--- src/rtl/fast_square_slicer.sv ---
// fast_square_slicer
// Removes a running DC estimate from a signed I/Q sample stream and turns the
// sign of each corrected sample into a slicer bit. Runs of OUT_WIDTH slicer
// bits are packed per channel into words. A marker word starts every capture
// frame. Completed words go into a one-entry holding register with a
// valid/ready handshake.
//
// Ports:
//   clock, reset_n     rising-edge clock, asynchronous active-low reset
//   in_strobe          i_in/q_in valid this cycle
//   record             capture enable (level); low returns to idle
//   freq_step          one-cycle pulse: abandon the current word, emit a marker
//   i_in, q_in         signed input samples
//   out_ready          consumer accepts the held word
//   out_valid          held word available
//   i_out, q_out       packed slicer bits, or the marker 1<<(OUT_WIDTH-1)
//   overflow           sticky; a completed word was dropped (cleared by reset)
//   i_dc, q_dc         current DC estimates
//
// Build option: define FSQ_HYSTERESIS_EN to give the slicer a +/-HYST dead band.
// Inside the dead band the slicer repeats that channel's previous bit.
module fast_square_slicer #(
  parameter int IN_WIDTH  = 16,
  parameter int OUT_WIDTH = 16,
  parameter int AVG_SHIFT = 16,
  parameter int HYST      = 0
) (
  input  logic                        clock,
  input  logic                        reset_n,
  input  logic                        in_strobe,
  input  logic                        record,
  input  logic                        freq_step,
  input  logic signed [IN_WIDTH-1:0]  i_in,
  input  logic signed [IN_WIDTH-1:0]  q_in,
  input  logic                        out_ready,
  output logic                        out_valid,
  output logic        [OUT_WIDTH-1:0] i_out,
  output logic        [OUT_WIDTH-1:0] q_out,
  output logic                        overflow,
  output logic signed [IN_WIDTH-1:0]  i_dc,
  output logic signed [IN_WIDTH-1:0]  q_dc
);

  localparam int ACC_W = IN_WIDTH + AVG_SHIFT;
  localparam int CNT_W = $clog2(OUT_WIDTH);
  localparam logic [OUT_WIDTH-1:0] MARKER = {1'b1, {(OUT_WIDTH-1){1'b0}}};
  localparam logic [CNT_W-1:0] LAST_BIT = CNT_W'(OUT_WIDTH - 1);

  typedef enum logic [1:0] {IDLE = 2'd0, MARK = 2'd1, PACK = 2'd2} state_t;

  state_t                    state_r, state_nx_s;
  logic signed [ACC_W-1:0]   acc_i_r, acc_q_r;
  logic signed [IN_WIDTH:0]  diff_i_s, diff_q_s;
  logic                      bit_i_s, bit_q_s;
  logic [OUT_WIDTH-2:0]      sh_i_r, sh_q_r;
  logic [OUT_WIDTH-1:0]      word_i_s, word_q_s;
  logic [CNT_W-1:0]          cnt_r;
  logic                      holder_free_s, load_mark_s, load_word_s, drop_s, complete_s;
  logic                      pack_stay_s;

  // A negative dead band has no meaning; the check keeps HYST referenced in every build.
  if (HYST < 0) begin : g_hyst_negative
  end

  assign i_dc = acc_i_r[ACC_W-1 -: IN_WIDTH];
  assign q_dc = acc_q_r[ACC_W-1 -: IN_WIDTH];

  // One extra bit on the difference so a full-scale swing never wraps.
  assign diff_i_s = {i_in[IN_WIDTH-1], i_in} - {i_dc[IN_WIDTH-1], i_dc};
  assign diff_q_s = {q_in[IN_WIDTH-1], q_in} - {q_dc[IN_WIDTH-1], q_dc};

`ifdef FSQ_HYSTERESIS_EN
  localparam logic signed [IN_WIDTH+1:0] HB = (IN_WIDTH+2)'(HYST);
  logic signed [IN_WIDTH+1:0] in_x_i_s, in_x_q_s, dc_x_i_s, dc_x_q_s;
  logic prev_i_r, prev_q_r;

  assign in_x_i_s = (IN_WIDTH+2)'(i_in);
  assign in_x_q_s = (IN_WIDTH+2)'(q_in);
  assign dc_x_i_s = (IN_WIDTH+2)'(i_dc);
  assign dc_x_q_s = (IN_WIDTH+2)'(q_dc);

  // Slicer with dead band; inside the band the channel keeps its last decision.
  always_comb begin
    bit_i_s = prev_i_r;
    bit_q_s = prev_q_r;
    if (in_x_i_s > dc_x_i_s + HB) bit_i_s = 1'b1;
    else if (in_x_i_s < dc_x_i_s - HB) bit_i_s = 1'b0;
    else bit_i_s = prev_i_r;
    if (in_x_q_s > dc_x_q_s + HB) bit_q_s = 1'b1;
    else if (in_x_q_s < dc_x_q_s - HB) bit_q_s = 1'b0;
    else bit_q_s = prev_q_r;
  end

  // Last slicer decision per channel, refreshed on every strobed sample.
  always_ff @(posedge clock or negedge reset_n) begin
    if (!reset_n) begin
      prev_i_r <= 1'b0;
      prev_q_r <= 1'b0;
    end else if (in_strobe) begin
      prev_i_r <= bit_i_s;
      prev_q_r <= bit_q_s;
    end else begin
      prev_i_r <= prev_i_r;
      prev_q_r <= prev_q_r;
    end
  end
`else
  assign bit_i_s = (i_in > i_dc);
  assign bit_q_s = (q_in > q_dc);
`endif

  assign word_i_s = {sh_i_r, bit_i_s};
  assign word_q_s = {sh_q_r, bit_q_s};

  // DC trackers run in every state so the estimate is settled before capture.
  always_ff @(posedge clock or negedge reset_n) begin
    if (!reset_n) begin
      acc_i_r <= '0;
      acc_q_r <= '0;
    end else if (in_strobe) begin
      acc_i_r <= acc_i_r + {{(AVG_SHIFT-1){diff_i_s[IN_WIDTH]}}, diff_i_s};
      acc_q_r <= acc_q_r + {{(AVG_SHIFT-1){diff_q_s[IN_WIDTH]}}, diff_q_s};
    end else begin
      acc_i_r <= acc_i_r;
      acc_q_r <= acc_q_r;
    end
  end

  // FSM state register.
  always_ff @(posedge clock or negedge reset_n) begin
    if (!reset_n) state_r <= IDLE;
    else          state_r <= state_nx_s;
  end

  // Next-state logic; dropping record wins over everything else.
  always_comb begin
    state_nx_s = state_r;
    if (!record) begin
      state_nx_s = IDLE;
    end else begin
      case (state_r)
        IDLE:    state_nx_s = MARK;
        MARK:    state_nx_s = holder_free_s ? PACK : MARK;
        PACK:    state_nx_s = freq_step ? MARK : PACK;
        default: state_nx_s = IDLE;
      endcase
    end
  end

  // Control strobes; a completing strobe loses to freq_step and to record low.
  always_comb begin
    holder_free_s = !out_valid || out_ready;
    pack_stay_s   = (state_r == PACK) && record && !freq_step;
    complete_s    = pack_stay_s && in_strobe && (cnt_r == LAST_BIT);
    load_mark_s   = (state_r == MARK) && record && holder_free_s;
    load_word_s   = complete_s && holder_free_s;
    drop_s        = complete_s && !holder_free_s;
  end

  // Bit packing; the partial word is cleared whenever PACK is left or entered.
  always_ff @(posedge clock or negedge reset_n) begin
    if (!reset_n) begin
      sh_i_r <= '0;
      sh_q_r <= '0;
      cnt_r  <= '0;
    end else if (pack_stay_s) begin
      if (in_strobe) begin
        sh_i_r <= word_i_s[OUT_WIDTH-2:0];
        sh_q_r <= word_q_s[OUT_WIDTH-2:0];
        cnt_r  <= complete_s ? '0 : cnt_r + CNT_W'(1);
      end else begin
        sh_i_r <= sh_i_r;
        sh_q_r <= sh_q_r;
        cnt_r  <= cnt_r;
      end
    end else begin
      sh_i_r <= '0;
      sh_q_r <= '0;
      cnt_r  <= '0;
    end
  end

  // One-entry holding register with a sticky drop flag.
  always_ff @(posedge clock or negedge reset_n) begin
    if (!reset_n) begin
      i_out     <= '0;
      q_out     <= '0;
      out_valid <= 1'b0;
      overflow  <= 1'b0;
    end else begin
      overflow <= overflow | drop_s;
      if (load_mark_s) begin
        i_out     <= MARKER;
        q_out     <= MARKER;
        out_valid <= 1'b1;
      end else if (load_word_s) begin
        i_out     <= word_i_s;
        q_out     <= word_q_s;
        out_valid <= 1'b1;
      end else if (out_valid && out_ready) begin
        out_valid <= 1'b0;
      end else begin
        out_valid <= out_valid;
      end
    end
  end

endmodule

--- config.mk ---
export PLATFORM = sky130hd
export DESIGN_NAME = fast_square_slicer
export DESIGN_NICKNAME = d
export VERILOG_FILES = /design/src/rtl/fast_square_slicer.sv
export SDC_FILE = /design/constraint.sdc
export NUM_CORES = 1
export LEC_CHECK = 0
export CAP_MARGIN = 5
export CORE_MARGIN = 4
export CORE_UTILIZATION = 44
export DETAILED_ROUTE_END_ITERATION = 7
export DONT_BUFFER_PORTS = 1
export SLEW_MARGIN = 10
export SYNTH_ARGS = -nofsm -noshare
export SYNTH_HDL_FRONTEND = slang
export SYNTH_SLANG_ARGS = --single-unit
--- constraint.sdc ---
create_clock -name clock -period 5.55 [get_ports clock]
set_input_delay 0.555 -clock clock [delete_from_list [all_inputs] [get_ports clock]]
set_output_delay 0.555 -clock clock [all_outputs]
set_load 0.02 [all_outputs]
==> impl_metrics.csv <==
group,metric,value,unit
status,outcome,"completed",
critical_path,r2r_cells,21,
synthesis,yosysUniqueCellTypes,84,
synthesis,synth_area,0.01038,sq mm
floorplanning,core,0.02292,sq mm
routing,dr.first_iter.drc_count,522,
final_layout,drive_gt1_share,8.865,%
critical_path,crit_start,"acc_i_r[17]$_DFFE_PN0P_",
clock_tree,cts_tree,"built",
sta,skew,22.35,ps
synthesis,synth_edf_count,0,
grt,grt_pass1_vias,7838,
grt,grtUsageTotal,19.14,%
critical_path,timing.rr.start,"acc_i_r[17]$_DFFE_PN0P_",
synthesis,synthTopCellsByArea,"dfrtp_1 32%, ha_1 12%, xnor2_1 4.6%, nand2_1 4.3%, mux2i_1 4.1%",
clock_tree,cts_setup_buffers,0,
floorplanning,die_height,161.6,microns
flow_run,maxCapViolCount,0,
critical_path,slowest_stage,"dfrtp_1",
critical_path,worst-path-buf-inv,1,
worst_hold_path,hold_path.class,"primary input to async pin",
sta,drv_slew,0,
routing,routedWlPerCell,17.14,microns
synthesis,synth_compound_area_share,19.81,%
clock_tree,path_clk_slew,70,ps
synthesis,post_synth_fa_ha_maj_area_fraction,12.46,%
critical_path,end_kind,"flop",
synthesis,synth_area_per_cell,8.945,sq um
synthesis,yosysWarnings,0,
floorplanning,rows,55,
synthesis,synth_top_family_by_area,"compound AO/OA/AOI/OAI gates",
synthesis,ys_ff_latch,134,
routing,drc,0,
final_layout,nets,1254,
sta,finalSetupViolCount,0,
routing,vias,7958,
synthesis,synth_simple_gate_area_share,15.54,%
final_layout,nFillCells,2200,
grt,overflow,0,
critical_path,crit_chain,"inv_1 -> ha_1 -> nor2b_4 -> o21a_1 -> o21a_2 -> o31a_1 -> o41ai_4 -> o2111ai_2 -> a21o_1 -> a21oi_2 -> xnor2_1 -> ha_1 -> a21o_1 -> a21oi_1 -> nor2b_1 -> o31ai_1 -> a21oi_1 -> a311oi_2 -> o21bai_1 -> xnor2_1 -> mux2i_1",
synthesis,netlist_top_cells_count,"134 x dfrtp_1, 120 x nand2_1, 97 x ha_1, 83 x nor2_1, 82 x a21oi_1",
sta,max_freq,0.1992,GHz
clock_tree,cts_hold_buf,1,
routing,drtPass1Iterations,5,
synthesis,syn_nets,1300,
critical_path,path_max_fanout,7,
sta,worstMarginPinSlew,780.0,ps
synthesis,yosysSeqAreaShare,32.29,%
critical_path,cpPeakStageDelay,570,ps
routing,drt_wl_total,24720,microns
synthesis,synth_xor_area_share,6.663,%
floorplanning,die_area,0.02612,sq mm
synthesis,yosysTopAreaCell,"dfrtp_1",
floorplanning,ios,104,
sta,setup-tns-final,0,ps
final_layout,post-route-cell-area,0.01102,sq mm
routing,via_per_inst,5.519,
critical_path,cp_num_cells,21,
clock_tree,insertion_delay,440,ps
place,placed_area,0.01042,sq mm
grt,antenna_found_initial,1,
sta,hold_violations,0,
clock_tree,ctsResizeCount,0,
synthesis,yosysMostFrequentCell,"dfrtp_1",
critical_path,crit_required,5850,ps
clock_tree,clockRootBuffer,"clkbuf_16",
clock_tree,cts_sinks,134,
critical_path,critPathLaunchType,"flop",
place,place_congestion,0.8506,
synthesis,synth-async-reset-ratio,100.0,%
critical_path,critical-path-top-delay-family,"compound AO/OA/AOI/OAI gates",
grt,grt_pass1_wl,41060,microns
final_layout,area_delta_synth_final,6.132,%
sta,rsz0062_at_grt,"no",
grt,grt_max_degree,135,
sta,relSlewSlack,47.72,%
synthesis,synth_mux_area_share,7.181,%
critical_path,critical_path_arrival,5320,ps
clock_tree,cts_buffers,17,
synthesis,synth_top_cell_area_share,32.29,%
synthesis,syn_inst,1161,
clock_tree,cts_max_level,4,
clock_tree,clock_path_buffers,2,
floorplanning,initial_core_util,45.32,%
place,port_buffers,0,
place,post-dp-hpwl,17880,microns
floorplanning,die_w,161.6,microns
synthesis,synth_ff_type,"dfrtp_1",
routing,ant_nets,0,
critical_path,worstSetupPathType,"flop to flop",
sta,min_period,5020,ps
sta,finalCritPeriodShare,90.45,%
per-layer routing:
metal,global-route usage [%],vias up,share of wire (%)
met2,29.12,141,44
met4,4.614,0,1.1
met5,0,-,0
met3,5.359,16,6.2
met1,27.13,3780,49
li1,-,4021,-
cell usage in the layout (no fill, tap or decap), types with 25 or more instances in the layout:
cell type	instances
xor2_1	25
nor2_1	82
dfrtp_1	134
nand2_1	120
o21ai_0	52
a21o_1	50
ha_1	97
inv_1	67
nand3_1	42
mux2_2	28
a21oi_1	82
xnor2_1	54
mux2i_1	43
per-stage QoR:
stage	hold WS (ps)	utilization (%)	instances	worst slack (ps)
after detailed placement	265.8	45.45	1408	563.6
after floorplan	259.4	-	1161	1285
after global routing	166.0	48.10	1442	145.7
after CTS	153.0	48.09	1441	530.9
final	91.42	48.10	1442	530.0
after global placement	265.0	45.45	1408	693.3
state kept, by name, indices dropped and copies added (netlist names), 2 cells and up:
| name | count |
|---|---|
| acc_i_r | 32 |
| acc_q_r | 32 |
| i_out | 16 |
| q_out | 16 |
| sh_i_r | 15 |
| sh_q_r | 15 |
| cnt_r | 4 |
| state_r | 2 |
cell families after synthesis:
| kind of cell | Yosys count |
|---|---|
| buf+inv | 135 |
| mux | 71 |
| compound gates | 301 |
| xor+xnor | 79 |
| simple gates | 340 |
| fa+ha+maj | 101 |
| flops | 134 |
cell type report:
type / count / area [sq um] / area share (%)
Timing Repair Buffer: 3 / 42.54 / 0.3860
Clock inverter: 14 / 136.4 / 1.237
Sequential cell: 134 / 3353 / 30.42
Tap cell: 313 / 391.6 / 3.553
Multi-Input combinational cell: 892 / 6405 / 58.11
Clock buffer: 18 / 439.2 / 3.985
Inverter: 67 / 251.5 / 2.282
Antenna cell: 1 / 2.502 / 0.02270
worst register-to-register path: cells and delay by family (launching register included):
kind	cells	cell delay, ps
mux	1	90
simple gates	2	200
buf+inv	1	80
xor+xnor	2	340
flops	1	570
compound gates	13	2940
fa+ha+maj	2	670
path summary, 6_finish.rpt:
kind | end | slack [ps]
worst max-delay path | acc_i_r[26]$_DFFE_PN0P_ | 530
worst min-delay path | acc_q_r[4]$_DFFE_PN0P_ | 90
worst max register to register | acc_i_r[26]$_DFFE_PN0P_ | 530
worst min register to register | acc_i_r[13]$_DFFE_PN0P_ | 510
max in group asynchronous | i_out[10]$_DFFE_PN0P_ | 4870
min in group clock | state_r[0]$_DFF_PN0_ | 240
Power is left out: the tool's default activity adds up to more than one toggle a clock period on the data nets, which glitch-free logic cannot reach.
